===== config.mk =====
export PLATFORM = sky130hd
export DESIGN_NAME = ecc_decrypt_core
export DESIGN_NICKNAME = d
export VERILOG_FILES = /design/src/rtl/ecc_decrypt_core_pkg.sv /design/src/rtl/pointAddition.sv /design/src/rtl/point_double.sv /design/src/rtl/ecc_decrypt_core.sv
export SDC_FILE = /design/constraint.sdc
export NUM_CORES = 1
export LEC_CHECK = 0
export CAP_MARGIN = 25
export CORE_ASPECT_RATIO = 0.9
export CORE_MARGIN = 3
export CORE_UTILIZATION = 40
export CTS_CLUSTER_SIZE = 8
export DETAILED_ROUTE_END_ITERATION = 6
export PLACE_DENSITY_LB_ADDON = 0.15
export RECOVER_POWER = 50
export SLEW_MARGIN = 20
export SYNTH_ARGS = -nofsm -noshare
export SYNTH_HDL_FRONTEND = slang
export SYNTH_SLANG_ARGS = --single-unit
export TNS_END_PERCENT = 5

===== constraint.sdc =====
create_clock -name clk -period 7.7 [get_ports clk]
set_clock_uncertainty 0.15 [all_clocks]
set_input_delay 1.54 -clock clk [delete_from_list [all_inputs] [get_ports clk]]
set_output_delay 1.54 -clock clk [all_outputs]
set_load 0.03 [all_outputs]

===== src/rtl/ecc_decrypt_core_pkg.sv =====
// Shared types, constants and field helpers for the ECC decryption core.
package ecc_decrypt_core_pkg;

    // Sequencer state encoding.
    typedef enum logic [2:0] {
        S_IDLE  = 3'd0,
        S_DBL   = 3'd1,
        S_ADD   = 3'd2,
        S_NEG   = 3'd3,
        S_FINAL = 3'd4,
        S_DONE  = 3'd5
    } state_e;

    // Point at infinity (0:1:0); modules narrow these to the field width.
    localparam logic [31:0] INF_X = 32'd0;
    localparam logic [31:0] INF_Y = 32'd1;
    localparam logic [31:0] INF_Z = 32'd0;

    // Curve coefficient a of y^2 + xy = x^3 + a*x^2 + b.
    localparam logic [31:0] CURVE_A = 32'd1;

    // Low-order terms of the reduction polynomial for GF(2^n).
    function automatic logic [31:0] field_poly(input int unsigned n);
        case (n)
            5:       return 32'h0000_0005;
            8:       return 32'h0000_001B;
            default: return 32'h0000_0003;
        endcase
    endfunction

    // Shift-and-add multiply in GF(2^n); operands are zero-extended to 32 bits.
    function automatic logic [31:0] gf_mul(input logic [31:0] a, input logic [31:0] b,
                                           input int unsigned n, input logic [31:0] poly);
        logic [31:0] prod;
        logic [31:0] sh;
        logic [31:0] mask;
        logic [31:0] top;
        prod = '0;
        sh   = a;
        mask = (32'd1 << n) - 32'd1;
        top  = 32'd1 << (n - 32'd1);
        for (int unsigned i = 0; i < 32; i++) begin
            if (i < n && b[5'(i)]) begin
                prod = prod ^ sh;
            end
            sh = ((sh << 1) & mask) ^ (((sh & top) != '0) ? poly : 32'd0);
        end
        return prod;
    endfunction

    // Y coordinate of -P in projective form: -(X:Y:Z) = (X : X xor Y : Z).
    function automatic logic [31:0] point_neg_y(input logic [31:0] x, input logic [31:0] y);
        return x ^ y;
    endfunction

endpackage


===== src/rtl/pointAddition.sv =====
// Combinational projective point addition P1 + P2 for distinct, finite points.
// a_zero/b_zero flag equal Y / equal X so the caller can pick doubling or infinity.
module pointAddition
    import ecc_decrypt_core_pkg::*;
#(
    parameter int unsigned N = 3
) (
    input  logic [N-1:0] x1,
    input  logic [N-1:0] y1,
    input  logic [N-1:0] z1,
    input  logic [N-1:0] x2,
    input  logic [N-1:0] y2,
    input  logic [N-1:0] z2,
    output logic [N-1:0] x3,
    output logic [N-1:0] y3,
    output logic [N-1:0] z3,
    output logic         a_zero,
    output logic         b_zero
);

    localparam logic [N-1:0] CA = N'(CURVE_A);

    function automatic logic [N-1:0] fm(input logic [N-1:0] a, input logic [N-1:0] b);
        return N'(gf_mul(32'(a), 32'(b), N, field_poly(N)));
    endfunction

    logic [N-1:0] z12, x1z2, a_t, b_t, bb, bbb, e_t;

    // lambda = A/B with A = Y1Z2+Y2Z1, B = X1Z2+X2Z1; result over Z3 = B^3*Z1Z2.
    always_comb begin
        z12    = fm(z1, z2);
        x1z2   = fm(x1, z2);
        a_t    = fm(y1, z2) ^ fm(y2, z1);
        b_t    = x1z2 ^ fm(x2, z1);
        bb     = fm(b_t, b_t);
        bbb    = fm(bb, b_t);
        e_t    = fm(fm(a_t, a_t) ^ fm(a_t, b_t) ^ fm(CA, bb), z12) ^ bbb;
        x3     = fm(b_t, e_t);
        y3     = fm(a_t, fm(x1z2, bb) ^ e_t) ^ x3 ^ fm(fm(y1, z2), bbb);
        z3     = fm(bbb, z12);
        a_zero = (a_t == '0);
        b_zero = (b_t == '0);
    end

endmodule


===== src/rtl/point_double.sv =====
// Combinational projective point doubling 2*P; a point with X=0 doubles to Z=0.
module point_double
    import ecc_decrypt_core_pkg::*;
#(
    parameter int unsigned N = 3
) (
    input  logic [N-1:0] x1,
    input  logic [N-1:0] y1,
    input  logic [N-1:0] z1,
    output logic [N-1:0] x3,
    output logic [N-1:0] y3,
    output logic [N-1:0] z3
);

    localparam logic [N-1:0] CA = N'(CURVE_A);

    function automatic logic [N-1:0] fm(input logic [N-1:0] a, input logic [N-1:0] b);
        return N'(gf_mul(32'(a), 32'(b), N, field_poly(N)));
    endfunction

    logic [N-1:0] xx, w, l, ww, f;

    // lambda = (X^2 + YZ)/(XZ); result over Z3 = (XZ)^3.
    always_comb begin
        xx = fm(x1, x1);
        w  = fm(x1, z1);
        l  = xx ^ fm(y1, z1);
        ww = fm(w, w);
        f  = fm(l, l) ^ fm(l, w) ^ fm(CA, ww);
        x3 = fm(f, w);
        y3 = fm(fm(xx, xx), w) ^ fm(l ^ w, f);
        z3 = fm(ww, w);
    end

endmodule


===== src/rtl/ecc_decrypt_core.sv =====
// ECC decryption M = C2 - d*C1 via MSB-first double-and-add over GF(2^N).
module ecc_decrypt_core
    import ecc_decrypt_core_pkg::*;
#(
    parameter int unsigned N          = 3,
    parameter int unsigned KEY_W      = 4,
    parameter bit          CONST_TIME = 1'b0
) (
    input  logic             clk,
    input  logic             reset_n,
    input  logic             start,
    input  logic [KEY_W-1:0] key,
    input  logic [N-1:0]     x_C1,
    input  logic [N-1:0]     y_C1,
    input  logic [N-1:0]     z_C1,
    input  logic [N-1:0]     x_C2,
    input  logic [N-1:0]     y_C2,
    input  logic [N-1:0]     z_C2,
    output logic             busy,
    output logic             done,
    output logic [N-1:0]     x_Plaintext,
    output logic [N-1:0]     y_Plaintext,
    output logic [N-1:0]     z_Plaintext
);

    localparam int unsigned  IDX_W = (KEY_W > 1) ? $clog2(KEY_W) : 1;
    localparam logic [N-1:0] IX    = N'(INF_X);
    localparam logic [N-1:0] IY    = N'(INF_Y);
    localparam logic [N-1:0] IZ    = N'(INF_Z);

    state_e             state_q, state_d;
    logic [KEY_W-1:0]   key_q, key_d;
    logic [IDX_W-1:0]   idx_q, idx_d;
    logic [N-1:0]       c1x_q, c1y_q, c1z_q, c1x_d, c1y_d, c1z_d;
    logic [N-1:0]       c2x_q, c2y_q, c2z_q, c2x_d, c2y_d, c2z_d;
    logic [N-1:0]       accx_q, accy_q, accz_q, accx_d, accy_d, accz_d;
    logic [N-1:0]       ptx_q, pty_q, ptz_q, ptx_d, pty_d, ptz_d;
    logic               busy_q, busy_d, done_q, done_d;

    logic [N-1:0]       bx, by, bz;
    logic [N-1:0]       sum_x, sum_y, sum_z, dbl_x, dbl_y, dbl_z;
    logic [N-1:0]       r_x, r_y, r_z;
    logic               sum_a_zero, sum_b_zero, key_bit, last_bit;

    // Shared arithmetic: adder sees acc and C1 (C2 in FINAL), doubler always sees acc.
    pointAddition #(.N(N)) u_add (
        .x1(accx_q), .y1(accy_q), .z1(accz_q),
        .x2(bx),     .y2(by),     .z2(bz),
        .x3(sum_x),  .y3(sum_y),  .z3(sum_z),
        .a_zero(sum_a_zero), .b_zero(sum_b_zero)
    );

    point_double #(.N(N)) u_dbl (
        .x1(accx_q), .y1(accy_q), .z1(accz_q),
        .x3(dbl_x),  .y3(dbl_y),  .z3(dbl_z)
    );

    // Second addend select and acc + b with infinity, equal-point and opposite-point cases.
    // When b equals acc the doubler output is exactly acc + b.
    always_comb begin
        bx = (state_q == S_FINAL) ? c2x_q : c1x_q;
        by = (state_q == S_FINAL) ? c2y_q : c1y_q;
        bz = (state_q == S_FINAL) ? c2z_q : c1z_q;
        if (accz_q == '0) begin
            r_x = bx;     r_y = by;     r_z = bz;
        end else if (bz == '0) begin
            r_x = accx_q; r_y = accy_q; r_z = accz_q;
        end else if (sum_b_zero && sum_a_zero) begin
            r_x = dbl_x;  r_y = dbl_y;  r_z = dbl_z;
        end else if (sum_b_zero) begin
            r_x = IX;     r_y = IY;     r_z = IZ;
        end else begin
            r_x = sum_x;  r_y = sum_y;  r_z = sum_z;
        end
        key_bit  = key_q[idx_q];
        last_bit = (idx_q == '0);
    end

    // Next-state and datapath updates for the scalar-multiply sequencer.
    always_comb begin
        state_d = state_q;
        key_d   = key_q;
        idx_d   = idx_q;
        c1x_d = c1x_q; c1y_d = c1y_q; c1z_d = c1z_q;
        c2x_d = c2x_q; c2y_d = c2y_q; c2z_d = c2z_q;
        accx_d = accx_q; accy_d = accy_q; accz_d = accz_q;
        ptx_d = ptx_q; pty_d = pty_q; ptz_d = ptz_q;

        case (state_q)
            S_IDLE: begin
                if (start) begin
                    key_d = key;
                    c1x_d = x_C1; c1y_d = y_C1; c1z_d = z_C1;
                    c2x_d = x_C2; c2y_d = y_C2; c2z_d = z_C2;
                    accx_d = IX; accy_d = IY; accz_d = IZ;
                    idx_d   = IDX_W'(KEY_W - 1);
                    state_d = S_DBL;
                end
            end
            S_DBL: begin
                if (accz_q == '0) begin
                    accx_d = IX; accy_d = IY; accz_d = IZ;
                end else begin
                    accx_d = dbl_x; accy_d = dbl_y; accz_d = dbl_z;
                end
                if (key_bit || CONST_TIME) begin
                    state_d = S_ADD;
                end else if (last_bit) begin
                    state_d = S_NEG;
                end else begin
                    idx_d = idx_q - IDX_W'(1);
                end
            end
            S_ADD: begin
                // With a zero key bit the adder still evaluates but its result is dropped.
                if (key_bit) begin
                    accx_d = r_x; accy_d = r_y; accz_d = r_z;
                end
                if (last_bit) begin
                    state_d = S_NEG;
                end else begin
                    idx_d   = idx_q - IDX_W'(1);
                    state_d = S_DBL;
                end
            end
            S_NEG: begin
                accy_d  = N'(point_neg_y(32'(accx_q), 32'(accy_q)));
                state_d = S_FINAL;
            end
            S_FINAL: begin
                ptx_d = r_x; pty_d = r_y; ptz_d = r_z;
                state_d = S_DONE;
            end
            S_DONE: begin
                state_d = S_IDLE;
            end
            default: begin
                state_d = S_IDLE;
            end
        endcase

        busy_d = state_d inside {S_DBL, S_ADD, S_NEG, S_FINAL};
        done_d = (state_d == S_DONE);
    end

    // State and output registers.
    always_ff @(posedge clk or negedge reset_n) begin
        if (!reset_n) begin
            state_q <= S_IDLE;
            key_q   <= '0;
            idx_q   <= '0;
            c1x_q <= '0; c1y_q <= '0; c1z_q <= '0;
            c2x_q <= '0; c2y_q <= '0; c2z_q <= '0;
            accx_q <= '0; accy_q <= '0; accz_q <= '0;
            ptx_q <= '0; pty_q <= '0; ptz_q <= '0;
            busy_q <= 1'b0;
            done_q <= 1'b0;
        end else begin
            state_q <= state_d;
            key_q   <= key_d;
            idx_q   <= idx_d;
            c1x_q <= c1x_d; c1y_q <= c1y_d; c1z_q <= c1z_d;
            c2x_q <= c2x_d; c2y_q <= c2y_d; c2z_q <= c2z_d;
            accx_q <= accx_d; accy_q <= accy_d; accz_q <= accz_d;
            ptx_q <= ptx_d; pty_q <= pty_d; ptz_q <= ptz_d;
            busy_q <= busy_d;
            done_q <= done_d;
        end
    end

    assign busy        = busy_q;
    assign done        = done_q;
    assign x_Plaintext = ptx_q;
    assign y_Plaintext = pty_q;
    assign z_Plaintext = ptz_q;

endmodule

After elaboration in Yosys (flattened, before gate mapping)
Index checks and enable logic that the tools add are counted.
- add/subtract/negate cells: 1
- order comparisons: 1
- equal/unequal tests: 12
- multiplexer cells: 159
- bitwise gates (word level): 108
- reduce and logical (&&, ||, !) cells: 14
- operators with widths (operator ; count):
    two-way mux 3 bit ; 106
    XOR 3 bit ; 66
    XOR 3 x 2 -> 3 bit ; 38
    two-way mux 2 bit ; 44
    case mux 3 bit (3 select lines) ; 2
    zero test 3 bit ; 5
    case mux 3 bit (5 select lines) ; 1
    == test 3 x 2 -> 1 bit, second input constant ; 4
    case mux 3 bit (4 select lines) ; 1
    == test 3 bit, second input constant ; 3
    AND reduction 3 bit ; 3
    nonzero test 4 bit ; 2
    == test 3 x 1 -> 1 bit, second input constant ; 2
    inequality test 2 bit, second input constant ; 3
    case mux 2 bit (3 select lines) ; 1
    NOT 1 bit, first input constant ; 4
    less-than comparator 2 x 3 -> 1 bit, second input constant ; 1
    two-way mux 1 bit ; 3
    nonzero test 3 bit ; 1
    binary-select mux 1 bit (select 2 bit) ; 1
    zero test 2 bit ; 1
    AND reduction 2 bit ; 1
    subtractor 2 x 1 -> 2 bit, second input constant ; 1
    logical AND 1 bit ; 1
- flip-flop bits (word level): 47
- input port bits: 25
- output and inout port bits: 11
- logic and storage cells: 312

Depth between registers and ports, before layout
- depth in word-level cells: 40
- depth in mapped cells: 27
- gate-level depth less buffers: 22

Hierarchy
From an unflattened synthesis, not the netlist that was laid out.
- cell total of the unflattened synthesis: 859
- area, all modules: 7026.7 um2
- modules (own cells, without submodules) (module ; times used ; cells each ; area an instance (um2) ; sequential area each (um2)):
    pointAddition ; 1 ; 394 ; 2861.5 ; 0.0
    ecc_decrypt_core ; 1 ; 271 ; 2592.5 ; 1176.1
    point_double ; 1 ; 194 ; 1572.8 ; 0.0

Least setup slack after synthesis
OpenSTA, ideal clock, no wires.
- kind: reg-to-reg
- from: reg state_q[1]
- to: reg accy_q[2]
- setup time: 0.092 ns
- arrival: 5.975 ns
- required time: 7.458 ns
- slack: 1.484 ns
- stages on the path, launching flop included: 24
- buffers on the path: 5
- period minus slack after synthesis: 6.216 ns
- cells stage by stage: dfrtp_1 -> buf_6 -> or3b_1 -> buf_6 -> inv_8 -> buf_8 -> mux2_1 -> nand2_1 -> xnor3_1 -> xnor2_2 -> clkbuf_1 -> ha_1 -> clkbuf_1 -> nor2_1 -> xnor2_1 -> xor3_1 -> or3_1 -> and3_4 -> or4_4 -> and3_4 -> nor3_4 -> xnor3_1 -> o311a_1 -> o31ai_2
- longest elaborated chain between the ends: 38
- elaborated cells on any way between the ends: 134
- classes of those cells: 6 x eq/ne; 69 x mux; 52 x bitwise; 7 x reduce/logical
- RTL lines (what ; RTL line ; RTL):
    start, declared ; ecc_decrypt_core.sv:31 ; state_e state_q, state_d;
    start signal, assigned ; ecc_decrypt_core.sv:159 ; state_q <= state_d;
    == test 3 bit ; ecc_decrypt_core.sv:61, ecc_decrypt_core.sv:62, ecc_decrypt_core.sv:63 ;
    two-way mux 3 bit, on equally long branches ; ecc_decrypt_core.sv:61, ecc_decrypt_core.sv:63 ;
    two-way mux 2 bit (tied with other cells) ; ecc_decrypt_core_pkg.sv:46 ; sh = ((sh << 1) & mask) ^ (((sh & top) != '0) ? poly : 32'd0);
    XOR 3 x 2 -> 3 bit or XOR 3 bit (tied branches) ; ecc_decrypt_core_pkg.sv:46, ecc_decrypt_core_pkg.sv:44 ;
    XOR 3 bit (tied with other cells) ; ecc_decrypt_core_pkg.sv:44 ; prod = prod ^ sh;
    two-way mux 3 bit or XOR 3 bit (tied branches) ; ecc_decrypt_core_pkg.sv:43, ecc_decrypt_core_pkg.sv:44 ;
    XOR 3 bit or two-way mux 3 bit (tied branches) ; ecc_decrypt_core_pkg.sv:44, ecc_decrypt_core_pkg.sv:43 ;
    two-way mux 3 bit or XOR 3 bit (tied branches) ; ecc_decrypt_core_pkg.sv:43, pointAddition.sv:34 ;
    [21 not listed] ; n/a ;
    two-way mux 3 bit ; ecc_decrypt_core_pkg.sv:43 ; if (i < n && b[5'(i)]) begin
    XOR 3 bit (2 in series) ; pointAddition.sv:39 ; y3 = fm(a_t, fm(x1z2, bb) ^ e_t) ^ x3 ^ fm(fm(y1, z2), bbb);
    two-way mux 3 bit ; ecc_decrypt_core.sv:70 ; end else if (sum_b_zero) begin
    two-way mux 3 bit ; ecc_decrypt_core.sv:68 ; end else if (sum_b_zero && sum_a_zero) begin
    two-way mux 3 bit ; ecc_decrypt_core.sv:66 ; end else if (bz == '0) begin
    two-way mux 3 bit ; ecc_decrypt_core.sv:64 ; if (accz_q == '0) begin
    two-way mux 3 bit ; ecc_decrypt_core.sv:116 ; if (key_bit) begin
    case mux 3 bit (4 select lines) ; ecc_decrypt_core.sv:89 ; case (state_q)
    end signal, assigned ; ecc_decrypt_core.sv:154 ; accx_q <= '0; accy_q <= '0; accz_q <= '0;
    end signal, assigned ; ecc_decrypt_core.sv:164 ; accx_q <= accx_d; accy_q <= accy_d; accz_q <= accz_d;
    end, declared ; ecc_decrypt_core.sv:36 ; logic [N-1:0] accx_q, accy_q, accz_q, accx_d, accy_d, accz_d;
Parallel ways exist; a longest one is shown, timed or not. The select of a mux whose other input is x is not followed.
A chain may end at the register's enable or synchronous reset.

Final worst setup path
- from: reg state_q[1]
- to: reg pty_q[1] (netlist: y_Plaintext[1])
- longest elaborated chain between the ends: 36
- elaborated cells on any way between the ends: 125
- classes of those cells: 1 x eq/ne; 68 x mux; 52 x bitwise; 4 x reduce/logical
- RTL lines (what ; RTL line ; RTL):
    == test 3 bit * ; n/a ;
    two-way mux 3 bit, on equally long branches ; ecc_decrypt_core.sv:61, ecc_decrypt_core.sv:63 ;
    two-way mux 2 bit (tied with other cells) ; ecc_decrypt_core_pkg.sv:46 ;
    XOR 3 x 2 -> 3 bit or XOR 3 bit (tied branches) ; ecc_decrypt_core_pkg.sv:46, ecc_decrypt_core_pkg.sv:44 ;
    XOR 3 bit (tied with other cells) ; ecc_decrypt_core_pkg.sv:44 ;
    two-way mux 3 bit or XOR 3 bit (tied branches) ; ecc_decrypt_core_pkg.sv:43, ecc_decrypt_core_pkg.sv:44 ;
    XOR 3 bit or two-way mux 3 bit (tied branches) ; ecc_decrypt_core_pkg.sv:44, ecc_decrypt_core_pkg.sv:43 ;
    two-way mux 3 bit or XOR 3 bit (tied branches) ; ecc_decrypt_core_pkg.sv:43, pointAddition.sv:34 ;
    [19 not listed] ; n/a ;
    two-way mux 3 bit ; ecc_decrypt_core_pkg.sv:43 ;
    XOR 3 bit ; ecc_decrypt_core_pkg.sv:44 ;
    two-way mux 3 bit ; ecc_decrypt_core_pkg.sv:43 ;
    XOR 3 bit (2 in series) ; pointAddition.sv:39 ;
    two-way mux 3 bit ; ecc_decrypt_core.sv:70 ;
    two-way mux 3 bit ; ecc_decrypt_core.sv:68 ;
    two-way mux 3 bit ; ecc_decrypt_core.sv:66 ;
    two-way mux 3 bit ; ecc_decrypt_core.sv:64 ;
    end signal, assigned ; ecc_decrypt_core.sv:165 ; ptx_q <= ptx_d; pty_q <= pty_d; ptz_q <= ptz_d;
    end, declared ; ecc_decrypt_core.sv:37 ; logic [N-1:0] ptx_q, pty_q, ptz_q, ptx_d, pty_d, ptz_d;
Mark *: on every way between the ends. The rest lies on a longest branch, timed or not.

==> run_results.csv <==
group,metric,value,unit
run_status,status,"finished, violations left",
run_status,violations,"max-capacitance violations, max-slew violations",
clock_network,cts_max_path_buffers,2,
routing,ant_nets,0,
timing,whs,0.346,ns
timing,relSlewSlack,-0.0939,
final_layout,final_cell_mix,"nand2_1, o21ai_0, xnor2_1, nor2_1, a21oi_1",
run,maxCapViolCount,1,
synth,seq_area_frac_synth,0.162,
grt,globalRoute.busiestLayer,"met2",
synth,yosysTopAreaCellShare,0.162,
critical_path,arrival,7.33,ns
clock_network,cts_max_level,2,
final_layout,antenna_cells,0,
final_layout,syn_to_final_growth,9.68,%
routing,wl,21700,um
synth,synth_ff_type,"dfrtp_1",
final_layout,drive_gt1_frac,0.110,
routing,avgRoutedWirePerCell,18.2,um
clock_network,cts_buffers,5,
floorplanning,core,17700,um2
grt,grt_usage,0.219,
timing,period_needed,7.31,ns
timing,setup_tns,0,ns
clock_network,root_buffer,"clkbuf_16",
critical_path,required,7.72,ns
synth,synth-seq-cells,47,
floorplanning,io_pins,36,
grt,met1_usage,0.335,
floorplanning,start_util,0.410,
grt,use_met2,0.337,
grt,grt_max_degree,36,
floorplanning,chipHeight,134,um
final_layout,nets,991,
timing,maxClockFrequency,137,MHz
final_layout,final_common_cell,"nand2_1",
grt,grt_pass1_wl,35300,um
routing,drc,0,
timing,worst_pin_slew,1.64,ns
critical_path,crit_path_end_kind,"register",
clock_network,clock_latency,0.30,ns
grt,grt_pass1_vias,6477,
synth,synth_top_area_cell,"dfrtp_1",
hold_path,worstHoldPathType,"register to register",
timing,setup_viol,0,
grt,overflow,0,
timing,hold_viol_final,0,
placement,io_buffer_count,35,
routing,vias,6953,
grt,grtUsageMet3,0.0279,
final_layout,fillers,1803,
routing,drt_iter0_drc,666,
critical_path,crit_path_start_kind,"register",
floorplanning,die_area,19800,um2
timing,rsz0062_at_grt,"false",
floorplanning,fp-row-count,46,
synth,yosysWarnings,0,
placement,gp_congestion,0.929,
routing,viasPerCell,5.82,
floorplanning,die_w,148,um
clock_network,clk_pin_slew_worst_paths,0.07,ns
synth,async_flop_share,1.00,
synth,synth_cell_type_count,101,
placement,hpwl,16200,um
synth,syn_area,7240,um2
routing,first_pass_iters,5,
timing,timing.final.crit_share,0.949,
grt,antenna_found_initial,0,
synth,synth_nets,991,
synth,synth.area.top_cells,"dfrtp_1, xnor2_1, nand2_1",
synth,syn_avg_cell_area,7.60,um2
synth,synthCells,953,
clock_network,cts_tree,"yes",
clock_network,cts_sinks,47,
critical_path,crit_path_max_fanout,31,
synth,synth_edf_count,0,
timing,slew_violations,31,
critical_path,path_class,"register to register",
[repair_timing]
item                       4_1_cts  5_1_grt
buffers inserted                 0        0
resized for setup                0        1
setup endpoints to repair        0        1
hold buffers                     0        0
[sequential cells by signal, indices dropped and copies added (netlist names)]
register,flops
accx_q,3
idx_q,2
y_Plaintext,3
c1y_q,3
accy_q,3
x_Plaintext,3
busy,1
state_q,3
c1x_q,3
c1z_q,3
key_q,4
done,1
c2z_q,3
z_Plaintext,3
c2x_q,3
c2y_q,3
accz_q,3
[synth_stat cells (5+ instances only)]
library cell / number
a211oi_1: 7
a21oi_1: 64
a221oi_1: 6
a2bb2oi_1: 6
a31oi_1: 14
a32oi_1: 5
and2_1: 5
and3_1: 5
buf_1: 5
buf_2: 5
buf_6: 5
clkbuf_1: 54
dfrtp_1: 47
ha_1: 11
inv_1: 31
mux2_2: 21
mux2i_1: 19
nand2_1: 126
nand2b_1: 19
nand3_1: 18
nor2_1: 75
nor2b_1: 5
nor3_1: 28
nor3b_1: 6
nor4_1: 6
o211ai_1: 12
o21ai_0: 80
o21ai_1: 7
o22ai_1: 13
or3_1: 5
xnor2_1: 75
xnor3_1: 11
xor2_1: 29
[routing by layer]
layer  up-vias  wire, um
li1       3411         -
met1      3315     10800
met2       212      9540
met3        15      1190
met4         0       166
met5         -         0
[final timing paths]
kind,cells past startpoint,endpoint,slack (ns),startpoint
setup / recovery,20,y_Plaintext[1],0.39,state_q[1]
setup reg to reg,20,y_Plaintext[1],0.39,state_q[1]
min in group asynchronous,1,accx_q[2],1.22,reset_n
hold reg to reg,2,x_Plaintext[1],0.35,x_Plaintext[1]
hold / removal,2,x_Plaintext[1],0.35,x_Plaintext[1]
max in group asynchronous,2,c2y_q[1],4.14,reset_n
[cell type report]
class	count	area (um2)	area share
clock inverter	3	22.5	0.00284
inverter	39	154	0.0194
clock buffer	5	125	0.0158
multi-input combinational	796	5600	0.706
sequential	47	1180	0.148
timing repair buffer	64	558	0.0703
tap	240	300	0.0378
[logic make-up after synthesis]
| kind of cell | share of synthesized area |
|---|---|
| compound gates | 0.260 |
| xor+xnor | 0.188 |
| mux | 0.0766 |
| buf+inv | 0.0658 |
| simple gates | 0.223 |
| flops | 0.162 |
| fa+ha+maj | 0.0245 |
[critical path, stage by stage, from the launching register on]
cell and delay (ns):
dfrtp_1 0.54, or3b_2 0.61, inv_8 0.21, mux4_2 0.54, and3_1 0.22, a211oi_4 0.47
nor3_4 0.10, or2_4 0.32, ha_1 0.48, o21ai_1 0.25, mux2_1 0.37, xnor3_1 0.30
a2111oi_1 0.60, a211oi_1 0.18, nor3_1 0.45, o21ai_0 0.17, xor2_1 0.19, xnor2_1 0.24
xnor2_1 0.20, mux2i_1 0.39, o21ai_0 0.17
[metrics by stage]
step / setup slack (ns) / cell area, um2 / util / cells
3_3_place_gp: 0.450 / 7770 / 0.440 / 1184
3_5_place_dp: 0.533 / 7790 / 0.441 / 1185
4_1_cts: 0.468 / 7940 / 0.449 / 1193
5_1_grt: 0.0171 / 7940 / 0.449 / 1194
2_1_floorplan: 1.48 / 7240 / - / 953
6_report: 0.390 / 7940 / 0.449 / 1194
Power is left out: the tool's default activity adds up to more than one toggle a clock period on the data nets, which glitch-free logic cannot reach.
